### config.mk
export PLATFORM = sky130hd
export DESIGN_NAME = branch_sequencer
export DESIGN_NICKNAME = d
export VERILOG_FILES = /design/src/rtl/branch_sequencer.sv
export SDC_FILE = /design/constraint.sdc
export NUM_CORES = 1
export LEC_CHECK = 0
export ABC_CLOCK_PERIOD_IN_PS = 3600
export BUFFER_PORTS_ARGS = -buffer_cell sky130_fd_sc_hd__buf_2
export CORE_AREA = 2 2 53 55
export CTS_BUF_LIST = sky130_fd_sc_hd__clkbuf_8
export CTS_CLUSTER_DIAMETER = 40
export DETAILED_ROUTE_END_ITERATION = 10
export DIE_AREA = 0 0 55 57
export HOLD_SLACK_MARGIN = 0.15
export PLACE_DENSITY_LB_ADDON = 0.1
export SYNTH_ARGS = -nofsm -noshare
export SYNTH_HDL_FRONTEND = slang
export SYNTH_SLANG_ARGS = --single-unit
### constraint.sdc
create_clock -name Clock -period 3.6 [get_ports Clock]
set_input_delay 0.54 -clock Clock [delete_from_list [all_inputs] [get_ports Clock]]
set_output_delay 0.54 -clock Clock [all_outputs]
set_load 0.01 [all_outputs]
### src/rtl/branch_sequencer.sv
// Control-step sequencer for the Mini SRC conditional-branch path: fetch (T0-T2),
// branch execute (T3-T6), memory wait in T1W, and a saturating taken-branch counter.
module branch_sequencer #(
    parameter logic [4:0] BR_OPCODE = 5'b10010,
    parameter int         CNT_W     = 16
) (
    input  logic             Clock,
    input  logic             Clear,
    input  logic             Start,
    input  logic             MemReady,
    input  logic [31:0]      IR,
    input  logic             CON,
    output logic             PCout,
    output logic             MARin,
    output logic             IncPC,
    output logic             Zin,
    output logic             Zlowout,
    output logic             PCin,
    output logic             Read,
    output logic             MDRin,
    output logic             MDRout,
    output logic             IRin,
    output logic             Gra,
    output logic             Rout,
    output logic             CONin,
    output logic             Yin,
    output logic             Cout,
    output logic             ADD,
    output logic             Busy,
    output logic             Done,
    output logic             NotBranch,
    output logic [CNT_W-1:0] TakenCount
);

    typedef enum logic [3:0] {
        IDLE, T0, T1, T1W, T2, T3, T4, T5, T6
    } state_t;

    state_t           state_q, state_d;
    logic [CNT_W-1:0] cnt_q, cnt_d;
    logic             is_br;
    logic             unused_ir;

    assign is_br     = (IR[31:27] == BR_OPCODE);
    assign unused_ir = ^IR[26:0];

    always_comb begin
        state_d = state_q;
        cnt_d   = cnt_q;
        unique case (state_q)
            IDLE: if (Start) state_d = T0;
            T0:   state_d = T1;
            T1:   state_d = T1W;
            T1W:  if (MemReady) state_d = T2;
            T2:   state_d = T3;
            T3:   state_d = is_br ? T4 : IDLE;
            T4:   state_d = T5;
            T5:   state_d = T6;
            T6: begin
                state_d = IDLE;
                // Counter sticks at all-ones rather than wrapping.
                if (CON && (cnt_q != {CNT_W{1'b1}})) cnt_d = cnt_q + 1'b1;
            end
            default: state_d = IDLE;
        endcase
    end

    always_ff @(posedge Clock or posedge Clear) begin
        if (Clear) begin
            state_q <= IDLE;
            cnt_q   <= '0;
        end else begin
            state_q <= state_d;
            cnt_q   <= cnt_d;
        end
    end

    // Enables decode straight from the state register so Clear blanks them at once.
    always_comb begin
        PCout     = 1'b0;
        MARin     = 1'b0;
        IncPC     = 1'b0;
        Zin       = 1'b0;
        Zlowout   = 1'b0;
        PCin      = 1'b0;
        Read      = 1'b0;
        MDRin     = 1'b0;
        MDRout    = 1'b0;
        IRin      = 1'b0;
        Gra       = 1'b0;
        Rout      = 1'b0;
        CONin     = 1'b0;
        Yin       = 1'b0;
        Cout      = 1'b0;
        ADD       = 1'b0;
        Done      = 1'b0;
        NotBranch = 1'b0;
        Busy      = (state_q != IDLE);
        unique case (state_q)
            IDLE: ;
            T0: begin
                PCout = 1'b1;
                MARin = 1'b1;
                IncPC = 1'b1;
                Zin   = 1'b1;
            end
            T1: begin
                Zlowout = 1'b1;
                PCin    = 1'b1;
                Read    = 1'b1;
            end
            T1W: begin
                Read  = 1'b1;
                MDRin = 1'b1;
            end
            T2: begin
                MDRout = 1'b1;
                IRin   = 1'b1;
            end
            T3: begin
                if (is_br) begin
                    Gra   = 1'b1;
                    Rout  = 1'b1;
                    CONin = 1'b1;
                end else begin
                    Done      = 1'b1;
                    NotBranch = 1'b1;
                end
            end
            T4: begin
                PCout = 1'b1;
                Yin   = 1'b1;
            end
            T5: begin
                Cout = 1'b1;
                ADD  = 1'b1;
                Zin  = 1'b1;
            end
            T6: begin
                Zlowout = 1'b1;
                PCin    = CON;
                Done    = 1'b1;
            end
            default: ;
        endcase
    end

    assign TakenCount = cnt_q;

endmodule

==> Word level (Yosys, flattened, before mapping) <==
Index checks and enable logic that the tools add are counted.
{ "totals": {"in_bits": 37, "reg_bits": 20, "out_inout_bits": 35} }
{ "classes": {"n_reduce_logical": 9, "eq_ne": 12, "n_mux": 19, "add_sub_neg": 1} }
{ "ops": {"columns": ["op", "count"], "rows": [
  ["$pmux W4 S8", 1],
  ["$add A16 B1 Y16 const B", 1],
  ["$eq A4 B3 Y1 const B", 4],
  ["$ne A16 B16 Y1 const B", 1],
  ["$mux W1", 13],
  ["$eq A4 B2 Y1 const B", 2],
  ["$mux W4", 2],
  ["$reduce_or A2 Y1", 4],
  ["$eq A5 B5 Y1 const B", 1],
  ["$eq A4 B1 Y1 const B", 1],
  ["$eq A4 B4 Y1 const B", 1],
  ["$logic_not A4 Y1", 1],
  ["$ne A2 B2 Y1 const B", 2],
  ["$pmux W1 S2", 2],
  ["$reduce_and A2 Y1", 2],
  ["$reduce_bool A4 Y1", 1],
  ["$mux W3", 1],
  ["$logic_and A1 B1 Y1", 1]
]} }

==> Depth between registers and ports, before layout <==
{ "logic_depth": {"ltp_word": 3, "ltp_mapped": 6, "depth_no_buf": 6} }

==> Worst setup path after synthesis <==
Ideal clock, no wire load.
{ "synth_timing": {"path_kind": "input -> output", "from": "input port IR[27]", "to": "output port Gra", "required_time_ns": 3.060, "n_path_buf": 1, "t_arrival_ns": 1.564, "setup_slack_ns": 1.496, "cell_stages": 4, "cell_sequence": "nor4b_1 -> nand2_1 -> nor3_1 -> buf_4"} }
{ "synth_between": {"elab_chain_cells": 3} }
{ "synth_rtl": {"columns": ["item", "line_no", "rtl"], "rows": [
  ["start, declared", "11", "input logic [31:0] IR,"],
  ["$eq A5 B5 Y1", "44", "assign is_br = (IR[31:27] == BR_OPCODE);"],
  ["$mux W1 (2 in series)", null, null],
  ["end, declared", "23", "output logic Gra,"]
]} }
Every way passes these cells.

==> Worst setup path after layout <==
{ "layout_timing": {"from": "register state_q[2]", "to": "output port Gra"} }
{ "layout_between": {"elab_chain_cells": 2} }
{ "layout_rtl": {"columns": ["item", "line_no", "rtl"], "rows": [
  ["start, declared", "39", "state_t state_q, state_d;"],
  ["start signal, assigned", "73", "state_q <= state_d;"],
  ["$eq A4 B3 Y1", "99", "unique case (state_q)"],
  ["$mux W1", "99", null]
]} }
Every way passes these cells.

==> run summary <==
Rows: 19
Max Clk Rate: 0.4667 GHz
Core Region: 0.002615 sq mm
max incr delay on CP: 520 ps
RSZ-0062 raised after global routing: no
Fin. Hold Viols: 0
period utilisation layout: 59.53%
placed cell area: 0.001353 sq mm
first-pass detailed-route iteration total: 4
Worst Setup Start Kind: flip-flop
commonest non-fill, non-tap cells in the layout: buf_2, dfrtp_1, nand2_1, nor2_1, xnor2_1
Hold Crit Class: in2async
Port Buffer Count: 44
crit path max fanout: 11
total die area: 0.003135 sq mm
Nets: 199
vias in the first global route: 877
flops & latches, synth: 20
CP required: 3060 ps
max_slew headroom: 50.87%
post-cts sizing count: 0
die height: 57 microns
worst-case clock buffer depth: 2
grt ovf: 0
status: complete, no violations
warnings from Yosys: 0
hold buffer count at CTS: 0
drt total wl: 2.353 mm
initial antenna violation count: 0
Inserted Clock Buffers: 3
clk_lat worst skew: 260 ps
Worst Max-Slew Pin Slew: 736.1 ps
leakage: 0.0007682 uW
Worst R2R Setup Slack: 1680 ps
CTS tree: built
Reg area: 500.5 sq um
r2r worst-path depth: 5
Post-Syn Nets: 159
GPL Wtd Cong: 0.7213
Worst Setup End Kind: primary output
Antenna Nets Post-Route: 0
gr usage total: 16.37%
Tmin final: 2143 ps
ant diodes: 0
Die X: 55 microns
Top Ports: 72
crit path kind: reg2out
worst vdd ir: 0.3819 mV
fraction of layout cells with a size suffix above 1: 35.00%
combined area of the multi-input logic cells: 581.8 sq um
Seq/Total Area, Yosys: 43.62%
Post-Syn Area: 0.001147 sq mm
htree depth: 1
skew final: 4.074 ps
final slew viol count: 0
vias per cell: 5.230
first-pass GRT wire length: 3.746 mm
synthesis-to-finish area growth: 22.68%
final instance area: 0.001408 sq mm
pwr dens: 557.1 mW/mm^2
crit-path cells: nor2b_1, nand2_1, nor3_1, buf_2
crit path DAT: 1600 ps
CP max-delay cell: dfrtp_1
DRC: 0
Starting DRT DRC Count: 26
clk sink count: 20
FF-to-FF Start: TakenCount[0]
total number of vias: 999
# Post-CTS Setup Buffers: 0
Fillers: 261
clock slew at reported path FFs: 70 ps
HPWL Detailed: 1.755 mm
Avg Inst Size Synth: 9.482 sq um
Post-Synthesis Cells: 121
largest net degree at the start of global routing: 21
Max-Cap Viols: 0
CTS Root Cell: clkbuf_8
Initial Util: 43.88%
RR Endpoint: TakenCount[1]
Netlist cell types: 35
# setup viols final: 0
most common cell after layout, fill and taps aside: buf_2
Fin Setup TNS: 0 ps
WL/cell: 12.32 microns
Power Total: 784.2 uW
## layer usage
| metal | vias up | part of all wire, % | wire [microns] | track usage (%) |
|---|---|---|---|---|
| met5 | - | 0 | 0 | 0 |
| met4 | 0 | 2.0 | 46 | 9.408 |
| met3 | 6 | 4.3 | 102 | 2.356 |
| met2 | 26 | 48 | 1139 | 26.19 |
| met1 | 475 | 45 | 1064 | 20.50 |
| li1 | 492 | - | - | - |
## worst max-delay path, delay by kind of cell (launching register included)
family                 cells  cell delay (ps)
buffers and inverters      1              190
flip-flops                 1              520
AND/OR/NAND/NOR            3              630
## cell usage after synthesis, drive strengths merged
library cell,number,area share [%]
nand3,6,2.6
a21oi,4,1.7
nor2,12,4.8
nor4,3,2.2
a32oi,1,0.76
xnor2,9,6.9
nor2b,1,0.55
nand2,12,4.1
xor2,6,4.6
or3,1,0.55
and4bb,1,1.1
and4,1,0.76
nand4,4,2.2
mux2,1,0.98
nand4b,2,2.8
nor3b,1,0.65
o21a,1,0.65
nor4b,1,0.76
dfrtp,20,44
o21ai,5,2.2
and3,7,3.8
inv,3,0.98
buf,6,3.7
clkbuf,3,0.98
nand3b,1,0.65
nand2b,3,1.6
nor3,5,2.6
ha,1,1.1
## through the flow
stage | hold WS (ps) | util, % | std cells | setup WS [ps]
2_1_floorplan | 503.8 | - | 121 | 1496
3_3_place_gp | 471.9 | 51.72 | 187 | 1548
3_5_place_dp | 480.2 | 51.72 | 187 | 1450
4_1_cts | 435.0 | 53.83 | 191 | 1447
5_1_grt | 483.0 | 53.83 | 191 | 1317
6_report | 390.5 | 53.83 | 191 | 1457
## logic make-up after synthesis
logic type / count (synthesis) / share of synthesized area [%]
buffers and inverters: 12 / 5.670
AND/OR/NAND/NOR: 61 / 31.84
multiplexers: 1 / 0.9814
AO/OA/AOI/OAI: 11 / 5.344
flip-flops: 20 / 43.62
adder cells (fa/ha/maj): 1 / 1.090
XOR/XNOR: 15 / 11.45
## area by class of cell
cell class / instances / share of cell area [%]
inverter: 3 / 0.8000
multi-input combinational: 89 / 41.33
timing repair buffer: 44 / 15.64
sequential: 20 / 35.56
tap: 31 / 2.756
clock buffer: 4 / 3.911
## worst max path at each step
| stage | from | cells after the start | slack (ps) | endpoint |
|---|---|---|---|---|
| finish | state_q[2] | 4 | 1460 | Gra |
| detailed placement | IR[27] | 5 | 1450 | Gra |
| global placement | IR[27] | 5 | 1550 | CONin |
| floorplan | IR[27] | 4 | 1500 | Gra |
| global route | state_q[2] | 4 | 1320 | Gra |
| CTS | state_q[2] | 4 | 1450 | Gra |
## flip-flops by register name, summed over array words and instances (netlist names)
name,cells
state_q,4
TakenCount,16
## power by group
group / internal [uW] / total [uW] / switching, uW
clock: 97.4 / 171 / 73.6
sequential: 249 / 327 / 77.7
combinational: 133 / 286 / 153
Note: power is estimated with default switching activity, not from simulation.
